File: src/rtl/bm_engine_dispatcher_if.sv
// Job channel and per-engine control bus between the block-match control FSM,
// the dispatcher (slave) and the engine bank; the master modport is the environment side.
interface bm_engine_dispatcher_if #(
   parameter int unsigned NUM_ENG = 2,
   parameter int unsigned ADDR_W  = 16,
   parameter int unsigned IDX_W   = 16
) ();
   logic                      job_valid;
   logic                      job_ready;
   logic [ADDR_W-1:0]         job_blk_addr;
   logic [ADDR_W-1:0]         job_srch_addr;
   logic [IDX_W-1:0]          job_index;
   logic [NUM_ENG-1:0]        eng_start;
   logic [NUM_ENG*ADDR_W-1:0] eng_blk_addr;
   logic [NUM_ENG*ADDR_W-1:0] eng_srch_addr;
   logic [NUM_ENG*IDX_W-1:0]  eng_index;
   logic [NUM_ENG-1:0]        eng_done;

   modport master (
      output job_valid, job_blk_addr, job_srch_addr, job_index, eng_done,
      input  job_ready, eng_start, eng_blk_addr, eng_srch_addr, eng_index
   );

   modport slave (
      input  job_valid, job_blk_addr, job_srch_addr, job_index, eng_done,
      output job_ready, eng_start, eng_blk_addr, eng_srch_addr, eng_index
   );
endinterface

File: src/rtl/bm_engine_dispatcher.sv
// Round-robin job dispatcher for a bank of block-match engines: accepts one job per
// handshake, runs a start/done handshake per engine and tracks completion statistics.
module bm_engine_dispatcher #(
   parameter int unsigned NUM_ENG = 2,
   parameter int unsigned ADDR_W  = 16,
   parameter int unsigned IDX_W   = 16,
   parameter int unsigned CNT_W   = 16,
   localparam int unsigned INF_W  = $clog2(NUM_ENG + 1),
   localparam int unsigned PTR_W  = (NUM_ENG > 1) ? $clog2(NUM_ENG) : 1
) (
   input  logic                 clk,
   input  logic                 reset,
   bm_engine_dispatcher_if.slave bus,
   output logic [INF_W-1:0]     inflight,
   output logic [CNT_W-1:0]     jobs_done,
   output logic                 all_idle
);

   typedef enum logic [1:0] {EIdle, EStart, EBusy} eng_state_e;

   eng_state_e         state_q [NUM_ENG];
   logic [NUM_ENG-1:0] start_q;
   logic [ADDR_W-1:0]  blk_q   [NUM_ENG];
   logic [ADDR_W-1:0]  srch_q  [NUM_ENG];
   logic [IDX_W-1:0]   idx_q   [NUM_ENG];
   logic [PTR_W-1:0]   rr_ptr_q;
   logic [CNT_W-1:0]   jobs_done_q;

   logic [NUM_ENG-1:0] avail;
   logic [NUM_ENG-1:0] grant_oh;
   logic [PTR_W-1:0]   grant_idx;
   logic [CNT_W-1:0]   n_complete;
   logic               found;
   logic               accept;
   int unsigned        cand;

   always_comb begin
      avail      = '0;
      inflight   = '0;
      n_complete = '0;
      for (int unsigned i = 0; i < NUM_ENG; i++) begin
         avail[i] = (state_q[i] == EIdle) && bus.eng_done[i];
         if (state_q[i] != EIdle) inflight = inflight + INF_W'(1);
         if ((state_q[i] == EBusy) && bus.eng_done[i]) n_complete = n_complete + CNT_W'(1);
      end
   end

   // Search starts one past the last granted engine so every idle engine gets its turn.
   always_comb begin
      grant_oh  = '0;
      grant_idx = '0;
      found     = 1'b0;
      cand      = 0;
      for (int unsigned k = 1; k <= NUM_ENG; k++) begin
         cand = (32'(rr_ptr_q) + k) % NUM_ENG;
         if (!found && avail[PTR_W'(cand)]) begin
            found                  = 1'b1;
            grant_oh[PTR_W'(cand)] = 1'b1;
            grant_idx              = PTR_W'(cand);
         end
      end
   end

   assign bus.job_ready = |avail;
   assign accept        = bus.job_valid && bus.job_ready;
   assign all_idle      = &avail;
   assign jobs_done     = jobs_done_q;
   assign bus.eng_start = start_q;

   always_ff @(posedge clk) begin
      if (reset) begin
         for (int unsigned i = 0; i < NUM_ENG; i++) begin
            state_q[i] <= EIdle;
            blk_q[i]   <= '0;
            srch_q[i]  <= '0;
            idx_q[i]   <= '0;
         end
         start_q     <= '0;
         rr_ptr_q    <= PTR_W'(NUM_ENG - 1);
         jobs_done_q <= '0;
      end else begin
         for (int unsigned i = 0; i < NUM_ENG; i++) begin
            case (state_q[i])
               EIdle: begin
                  if (accept && grant_oh[i]) begin
                     state_q[i] <= EStart;
                     start_q[i] <= 1'b1;
                     blk_q[i]   <= bus.job_blk_addr;
                     srch_q[i]  <= bus.job_srch_addr;
                     idx_q[i]   <= bus.job_index;
                  end
               end
               // Start is held until the engine acknowledges by dropping done.
               EStart: begin
                  if (!bus.eng_done[i]) begin
                     state_q[i] <= EBusy;
                     start_q[i] <= 1'b0;
                  end
               end
               EBusy: begin
                  if (bus.eng_done[i]) state_q[i] <= EIdle;
               end
               default: begin
                  state_q[i] <= EIdle;
                  start_q[i] <= 1'b0;
               end
            endcase
         end
         if (accept) rr_ptr_q <= grant_idx;
         jobs_done_q <= jobs_done_q + n_complete;
      end
   end

   for (genvar g = 0; g < NUM_ENG; g++) begin : gen_slices
      assign bus.eng_blk_addr[g*ADDR_W +: ADDR_W]  = blk_q[g];
      assign bus.eng_srch_addr[g*ADDR_W +: ADDR_W] = srch_q[g];
      assign bus.eng_index[g*IDX_W +: IDX_W]       = idx_q[g];
   end

endmodule

File: src/flat_wrapper.sv
// flat-port wrapper written by rule: the top's interface ports become plain ports
module bm_engine_dispatcher_flat 
#(
   parameter int unsigned NUM_ENG = 2,
   parameter int unsigned ADDR_W  = 16,
   parameter int unsigned IDX_W   = 16,
   parameter int unsigned CNT_W   = 16,
   localparam int unsigned INF_W  = $clog2(NUM_ENG + 1),
   localparam int unsigned PTR_W  = (NUM_ENG > 1) ? $clog2(NUM_ENG) : 1
)
  (clk, reset, inflight, jobs_done, all_idle, bus_job_valid, bus_job_blk_addr, bus_job_srch_addr, bus_job_index, bus_eng_done, bus_job_ready, bus_eng_start, bus_eng_blk_addr, bus_eng_srch_addr, bus_eng_index);
  bm_engine_dispatcher_if #(.NUM_ENG(NUM_ENG), .ADDR_W(ADDR_W), .IDX_W(IDX_W)) bus_i ();
  input  logic clk;
  input  logic reset;
  output logic [INF_W-1:0] inflight;
  output logic [CNT_W-1:0] jobs_done;
  output logic all_idle;
  input wire logic [$bits(bus_i.job_valid)-1:0] bus_job_valid;
  input wire logic [$bits(bus_i.job_blk_addr)-1:0] bus_job_blk_addr;
  input wire logic [$bits(bus_i.job_srch_addr)-1:0] bus_job_srch_addr;
  input wire logic [$bits(bus_i.job_index)-1:0] bus_job_index;
  input wire logic [$bits(bus_i.eng_done)-1:0] bus_eng_done;
  output wire logic [$bits(bus_i.job_ready)-1:0] bus_job_ready;
  output wire logic [$bits(bus_i.eng_start)-1:0] bus_eng_start;
  output wire logic [$bits(bus_i.eng_blk_addr)-1:0] bus_eng_blk_addr;
  output wire logic [$bits(bus_i.eng_srch_addr)-1:0] bus_eng_srch_addr;
  output wire logic [$bits(bus_i.eng_index)-1:0] bus_eng_index;
  assign bus_i.job_valid = bus_job_valid;
  assign bus_i.job_blk_addr = bus_job_blk_addr;
  assign bus_i.job_srch_addr = bus_job_srch_addr;
  assign bus_i.job_index = bus_job_index;
  assign bus_i.eng_done = bus_eng_done;
  assign bus_job_ready = bus_i.job_ready;
  assign bus_eng_start = bus_i.eng_start;
  assign bus_eng_blk_addr = bus_i.eng_blk_addr;
  assign bus_eng_srch_addr = bus_i.eng_srch_addr;
  assign bus_eng_index = bus_i.eng_index;
  bm_engine_dispatcher #(.NUM_ENG(NUM_ENG), .ADDR_W(ADDR_W), .IDX_W(IDX_W), .CNT_W(CNT_W)) u_core (.clk(clk), .reset(reset), .bus(bus_i), .inflight(inflight), .jobs_done(jobs_done), .all_idle(all_idle));
endmodule
File: config.mk
export PLATFORM = sky130hd
export DESIGN_NAME = bm_engine_dispatcher_flat
export DESIGN_NICKNAME = d
export VERILOG_FILES = /design/src/rtl/bm_engine_dispatcher_if.sv /design/src/rtl/bm_engine_dispatcher.sv /design/src/flat_wrapper.sv
export SDC_FILE = /design/constraint.sdc
export NUM_CORES = 1
export LEC_CHECK = 0
export ABC_AREA = 1
export CORE_UTILIZATION = 35
export CTS_CLUSTER_DIAMETER = 150
export DETAILED_ROUTE_END_ITERATION = 7
export PLACE_DENSITY = 0.65
export SYNTH_ARGS = -nofsm -noshare
export SYNTH_HDL_FRONTEND = slang
export SYNTH_SLANG_ARGS = --single-unit
export TNS_END_PERCENT = 10
File: constraint.sdc
create_clock -name clk -period 5.1 [get_ports clk]
set_input_delay 0.765 -clock clk [delete_from_list [all_inputs] [get_ports clk]]
set_output_delay 0.765 -clock clk [all_outputs]
set_load 0.03 [all_outputs]
### After elaboration in Yosys (flattened, before gate mapping)

Memory sizes are Yosys's and may differ from the RTL's.
Index checks and enable logic that the tools add are counted.
W data, S select, Z words.

* output and inout port bits: 118
* memories: 4
* ROM bits: 0
* flip-flop bits (word level): 19
* bits in latches: 0
* logic and storage cells: 132
* bits in writable memories: 100
* input port bits: 53

Memory list
* u_core.blk_q: words 2, bits a word 16, rd ports 2, clocked after memory_dff 0, wr ports 2, line bm_engine_dispatcher.sv:23 `logic [ADDR_W-1:0] blk_q [NUM_ENG];`
* u_core.idx_q: words 2, bits a word 16, rd ports 2, clocked after memory_dff 0, wr ports 2, line bm_engine_dispatcher.sv:25 `logic [IDX_W-1:0] idx_q [NUM_ENG];`
* u_core.srch_q: words 2, bits a word 16, rd ports 2, clocked after memory_dff 0, wr ports 2, line bm_engine_dispatcher.sv:24 `logic [ADDR_W-1:0] srch_q [NUM_ENG];`
* u_core.state_q: words 2, bits a word 2, rd ports 2, clocked after memory_dff 0, wr ports 2, line bm_engine_dispatcher.sv:21 `eng_state_e state_q [NUM_ENG];`

* eq/ne operators: 8
* muxes and demuxes: 69
* reductions and logical operators: 21
* add/sub/neg operators: 5
* div/mod/pow operators: 0
* bitwise gates (word level): 17
* order comparisons: 4
* multipliers: 0
* shifts and indexed selects: 0

Operator list (number)
* $mux W16: 7
* $mux W1: 47
* $mux W2: 11
* $add A16 B16 Y16: 1
* $or A1 B1 Y1: 14
* $logic_and A1 B1 Y1: 10
* $ne A2 B2 Y1 const B: 4
* $pmux W1 S3: 2
* $reduce_and A3 Y1: 2
* $reduce_or A3 Y1: 2
* $add A1 B1 Y2 const B: 2
* $eq A2 B1 Y1 const B: 2
* $eq A2 B2 Y1 const B: 2
* $logic_not A2 Y1: 2
* $lt A1 B2 Y1 const B: 2
* $reduce_bool A2 Y1: 2
* $add A1 B1 Y1 const B: 2
* $demux W1 S1: 2
* $ge A1 B1 Y1 const B: 2
* $not A1 Y1: 2
* $or A2 B2 Y2: 1
* $reduce_and A2 Y1: 1
* $reduce_or A2 Y1: 1
* $logic_not A1 Y1: 1

### Longest topological paths before layout

An unclocked memory read counts as a cell.

* word-level depth: 18
* gate-level depth with buffers: 14
* depth with buffers taken out: 14

### Worst setup path after synthesis

No wires, ideal clock.

* kind: in2reg
* start: input port reset
* end: memory u_core.blk_q[1][0] (netlist: u_core.blk_q[0][16]), enable pin
* stages: 3
* data required time: 4.516 ns
* data arrival time: 2.021 ns
* slack: 2.495 ns
* path buffers: 1
* library setup time: 0.584 ns
* cells stage by stage: inv_2 > buf_1 > nand2_1

RTL lines
* from (decl): line flat_wrapper.sv:14 `input logic reset;`
* to (decl): line bm_engine_dispatcher.sv:23

### Worst setup path in the final report

* start: input port bus_eng_done[0]
* end: output port all_idle

* longest elaborated chain between the ends: 2

RTL lines
* from (decl): line flat_wrapper.sv:22 `input wire logic [$bits(bus_i.eng_done)-1:0] bus_eng_done;`
* $logic_and A1 B1 Y1: line bm_engine_dispatcher.sv:42 `avail[i] = (state_q[i] == EIdle) && bus.eng_done[i];`
* $reduce_and A2 Y1: line bm_engine_dispatcher.sv:66 `assign all_idle = &avail;`
* to (decl): line flat_wrapper.sv:17 `output logic all_idle;`

No other way between the ends.

==> impl_metrics.csv <==
group,metric,value,unit
timing,setup_viol,0,
global_route,grt-ovfl-total,0,
routing,post_drt_wl_per_cell,14.2,um
cells_and_area,n_antenna_cell,0,
power,power_density,383,mW/mm^2
logic_synthesis,ys_seq_area_frac,0.722,
power,p_leak,2.81,nW
worst_setup_path,worstSetupPathType,"in2out",
clock_network,clk_pin_slew,0.05,ns
power,power.total,2.72,mW
timing,max_freq,332,MHz
logic_synthesis,ys.flop_type,"edfxtp_1",
placed_design,io_buffers,170,
timing,grt_setup_unrepaired,"no",
logic_synthesis,synthArstFlopShare,0,
logic_synthesis,synth_seq_cells,119,
worst_setup_path,end_kind,"output port",
worst_setup_path,slowest_delay,0.68,ns
clock_network,hold_buffers,0,
clock_network,tritoncts,"yes",
logic_synthesis,syn-num-nets,421,
floorplanning,die_w,118,um
cells_and_area,ff_latch_area,0.00337,mm^2
logic_synthesis,netlist_instances,363,
floorplanning,die_h,118,um
cells_and_area,drive_gt1_frac,0.119,
floorplanning,die_area,0.0138,mm^2
timing,worstMarginPinSlew,0.919,ns
worst_setup_path,r2r_cells,14,
routing,drc,0,
global_route,grt_pass1_vias,3211,
global_route,antenna_found_initial,0,
worst_setup_path,path_cells,"clkdlybuf4s50_1, nand2_2, nor2_1, clkdlybuf4s50_1",
min_path,min_from,"u_core.bus.eng_start[1]",
timing,tns,0,ns
logic_synthesis,yosys.area.top_type,"edfxtp_1",
worst_setup_path,crit_path_top_delay_cell,"clkdlybuf4s50_1",
logic_synthesis,syn-cell-area,0.00467,mm^2
routing,num_vias,3172,
worst_setup_path,worstPathBufferInverterCount,2,
worst_setup_path,rrSetupSlack,2.61,ns
timing,finalClockSkew,0.00821,ns
min_path,holdPathStages,2,
min_path,hold_end,"u_core.bus.eng_start[1]",
logic_synthesis,yosys_warnings,0,
clock_network,postCtsSetupBuffers,0,
logic_synthesis,synth_most_common_cell,"edfxtp_1",
worst_setup_path,setup.worst_path.start_class,"primary input",
timing,whs,0.498,ns
floorplanning,fp-row-count,41,
routing,drt_iter0_drc,162,
logic_synthesis,synth_top_area_frac,0.636,
clock_network,cts_resized,0,
timing,maxSlewHeadroom,0.387,
logic_synthesis,ys_types,30,
clock_network,cts-root-buf,"clkbuf_16",
timing,finalCritPeriodShare,0.591,
worst_setup_path,worstReg2RegStart,"u_core.state_q[0][1]",
worst_setup_path,path_max_fanout,5,
routing,ant_nets,0,
floorplanning,start_util,0.364,
placed_design,dpl.hpwl,7.30,mm
clock_network,h-tree-depth,4,
placed_design,place_congestion,0.848,
cells_and_area,multi_input_area,960,um^2
routing,dr.pass1.iters,4,
worst_setup_path,cp_common_cell,"clkdlybuf4s50_1",
power,peakVddDrop,189,uV
global_route,grt_max_degree,49,
timing,hold_viol,0,
cells_and_area,area_growth,52.0,%
cells_and_area,fill_cells,1100,
logic_synthesis,synth_edf_count,99,
clock_network,cts_buffers,17,
cells_and_area,nets,606,
floorplanning,coreArea,0.0128,mm^2
clock_network,cts_buffer_depth,2,
clock_network,cts.sinks,119,
status,status,"complete, no violations",
worst_setup_path,crit_arrival,2.25,ns
worst_setup_path,crit_family,"buffers and inverters",
logic_synthesis,synth_area_leaders,"edfxtp_1 (64%), dfxtp_1 (8.6%), inv_1 (5.8%)",
clock_network,clkLatencyLatePin,0.40,ns
min_path,hold_path.class,"reg2reg",
logic_synthesis,synth_common_cells,"edfxtp_1 (99), inv_1 (72), nor2_1 (50)",
routing,vias_per_cell,4.33,
worst_setup_path,r2r_end,"u_core.jobs_done[8]",
worst_setup_path,required,4.34,ns
global_route,grt_pass1_wl,16.3,mm
routing,finalWirelength,10.4,mm
run,max_cap_violations,0,
floorplanning,top_level_ports,171,
global_route,grt_usage,0.155,
logic_synthesis,syn_area_per_cell,12.9,um^2
timing,drv_slew,0,
timing,period_needed,3.01,ns
## sequential cells by signal (all words and copies together) (netlist names)
| signal | count |
|---|---|
| u_core.idx_q | 32 |
| u_core.jobs_done | 16 |
| u_core.srch_q | 32 |
| u_core.bus.eng_start | 2 |
| u_core.state_q | 4 |
| u_core.rr_ptr_q | 1 |
| u_core.blk_q | 32 |
## metal layers
| layer | wire length [um] | track usage | vias up |
|---|---|---|---|
| met3 | 856 | 0.0591 | 13 |
| li1 | - | - | 1557 |
| met2 | 4940 | 0.257 | 139 |
| met1 | 4450 | 0.180 | 1463 |
| met4 | 145 | 0.0657 | 0 |
| met5 | 0 | 0 | - |
## cell type report
| cell class | instances | share of cell area |
|---|---|---|
| Timing Repair Buffer | 173 | 0.243 |
| Clock inverter | 9 | 0.0109 |
| Sequential cell | 119 | 0.475 |
| Tap cell | 172 | 0.0303 |
| Clock buffer | 23 | 0.0674 |
| Inverter | 74 | 0.0391 |
| Multi-Input combinational cell | 163 | 0.135 |
## metrics by stage
step / cell area [um^2] / util / worst slack [ns] / std cells
global route: 7110 / 0.554 / 1.92 / 733
detailed placement: 6550 / 0.511 / 1.69 / 701
global placement: 6550 / 0.511 / 1.76 / 701
finish: 7110 / 0.554 / 2.09 / 733
floorplan: 4670 / - / 2.50 / 363
CTS: 7110 / 0.554 / 2.09 / 733
## worst reg2reg max path: cells and delay by family (launching register included)
family | cells | cell delay (ns)
buffers and inverters | 2 | 0.16
adder cells (fa/ha/maj) | 3 | 0.80
AND/OR/NAND/NOR | 9 | 0.97
flip-flops | 1 | 0.46
## worst max path at each step
stage	startpoint	end	slack (ns)	cells past startpoint
final	bus_eng_done[0]	all_idle	2.09	4
after global routing	bus_eng_done[1]	u_core.jobs_done[8]	1.92	15
after CTS	bus_eng_done[0]	all_idle	2.09	4
after detailed placement	reset	u_core.srch_q[0][20]	1.69	5
after global placement	reset	u_core.idx_q[0][16]	1.76	5
after floorplan	reset	u_core.blk_q[0][16]	2.50	3
## placed cells by master (no fill, tap or decap), drive strengths merged
| cell type | count |
|---|---|
| clkbuf | 23 |
| clkinv | 5 |
| a21boi | 1 |
| fa | 1 |
| o21ai | 7 |
| inv | 74 |
| edfxtp | 99 |
| nand2 | 38 |
| clkinvlp | 3 |
| and3 | 1 |
| nor2 | 73 |
| dfxtp | 20 |
| ha | 4 |
| clkdlybuf4s50 | 170 |
| nand3 | 11 |
| nor4 | 1 |
| buf | 3 |
| a21oi | 9 |
| bufinv | 1 |
| nand3b | 2 |
| xor2 | 3 |
| nor3 | 6 |
| o211ai | 2 |
| or2 | 1 |
| nand4 | 3 |
## kinds of logic after synthesis
group           synth area share
fa+ha+maj                 0.0150
buf+inv                   0.0741
compound gates            0.0244
xor+xnor                 0.00562
simple gates               0.159
flops                      0.722
## power breakdown
part,switching (mW),internal (mW)
clock,0.396,0.706
combinational,0.274,0.179
sequential,0.0278,1.14
Note: power is estimated with default switching activity, not from simulation.
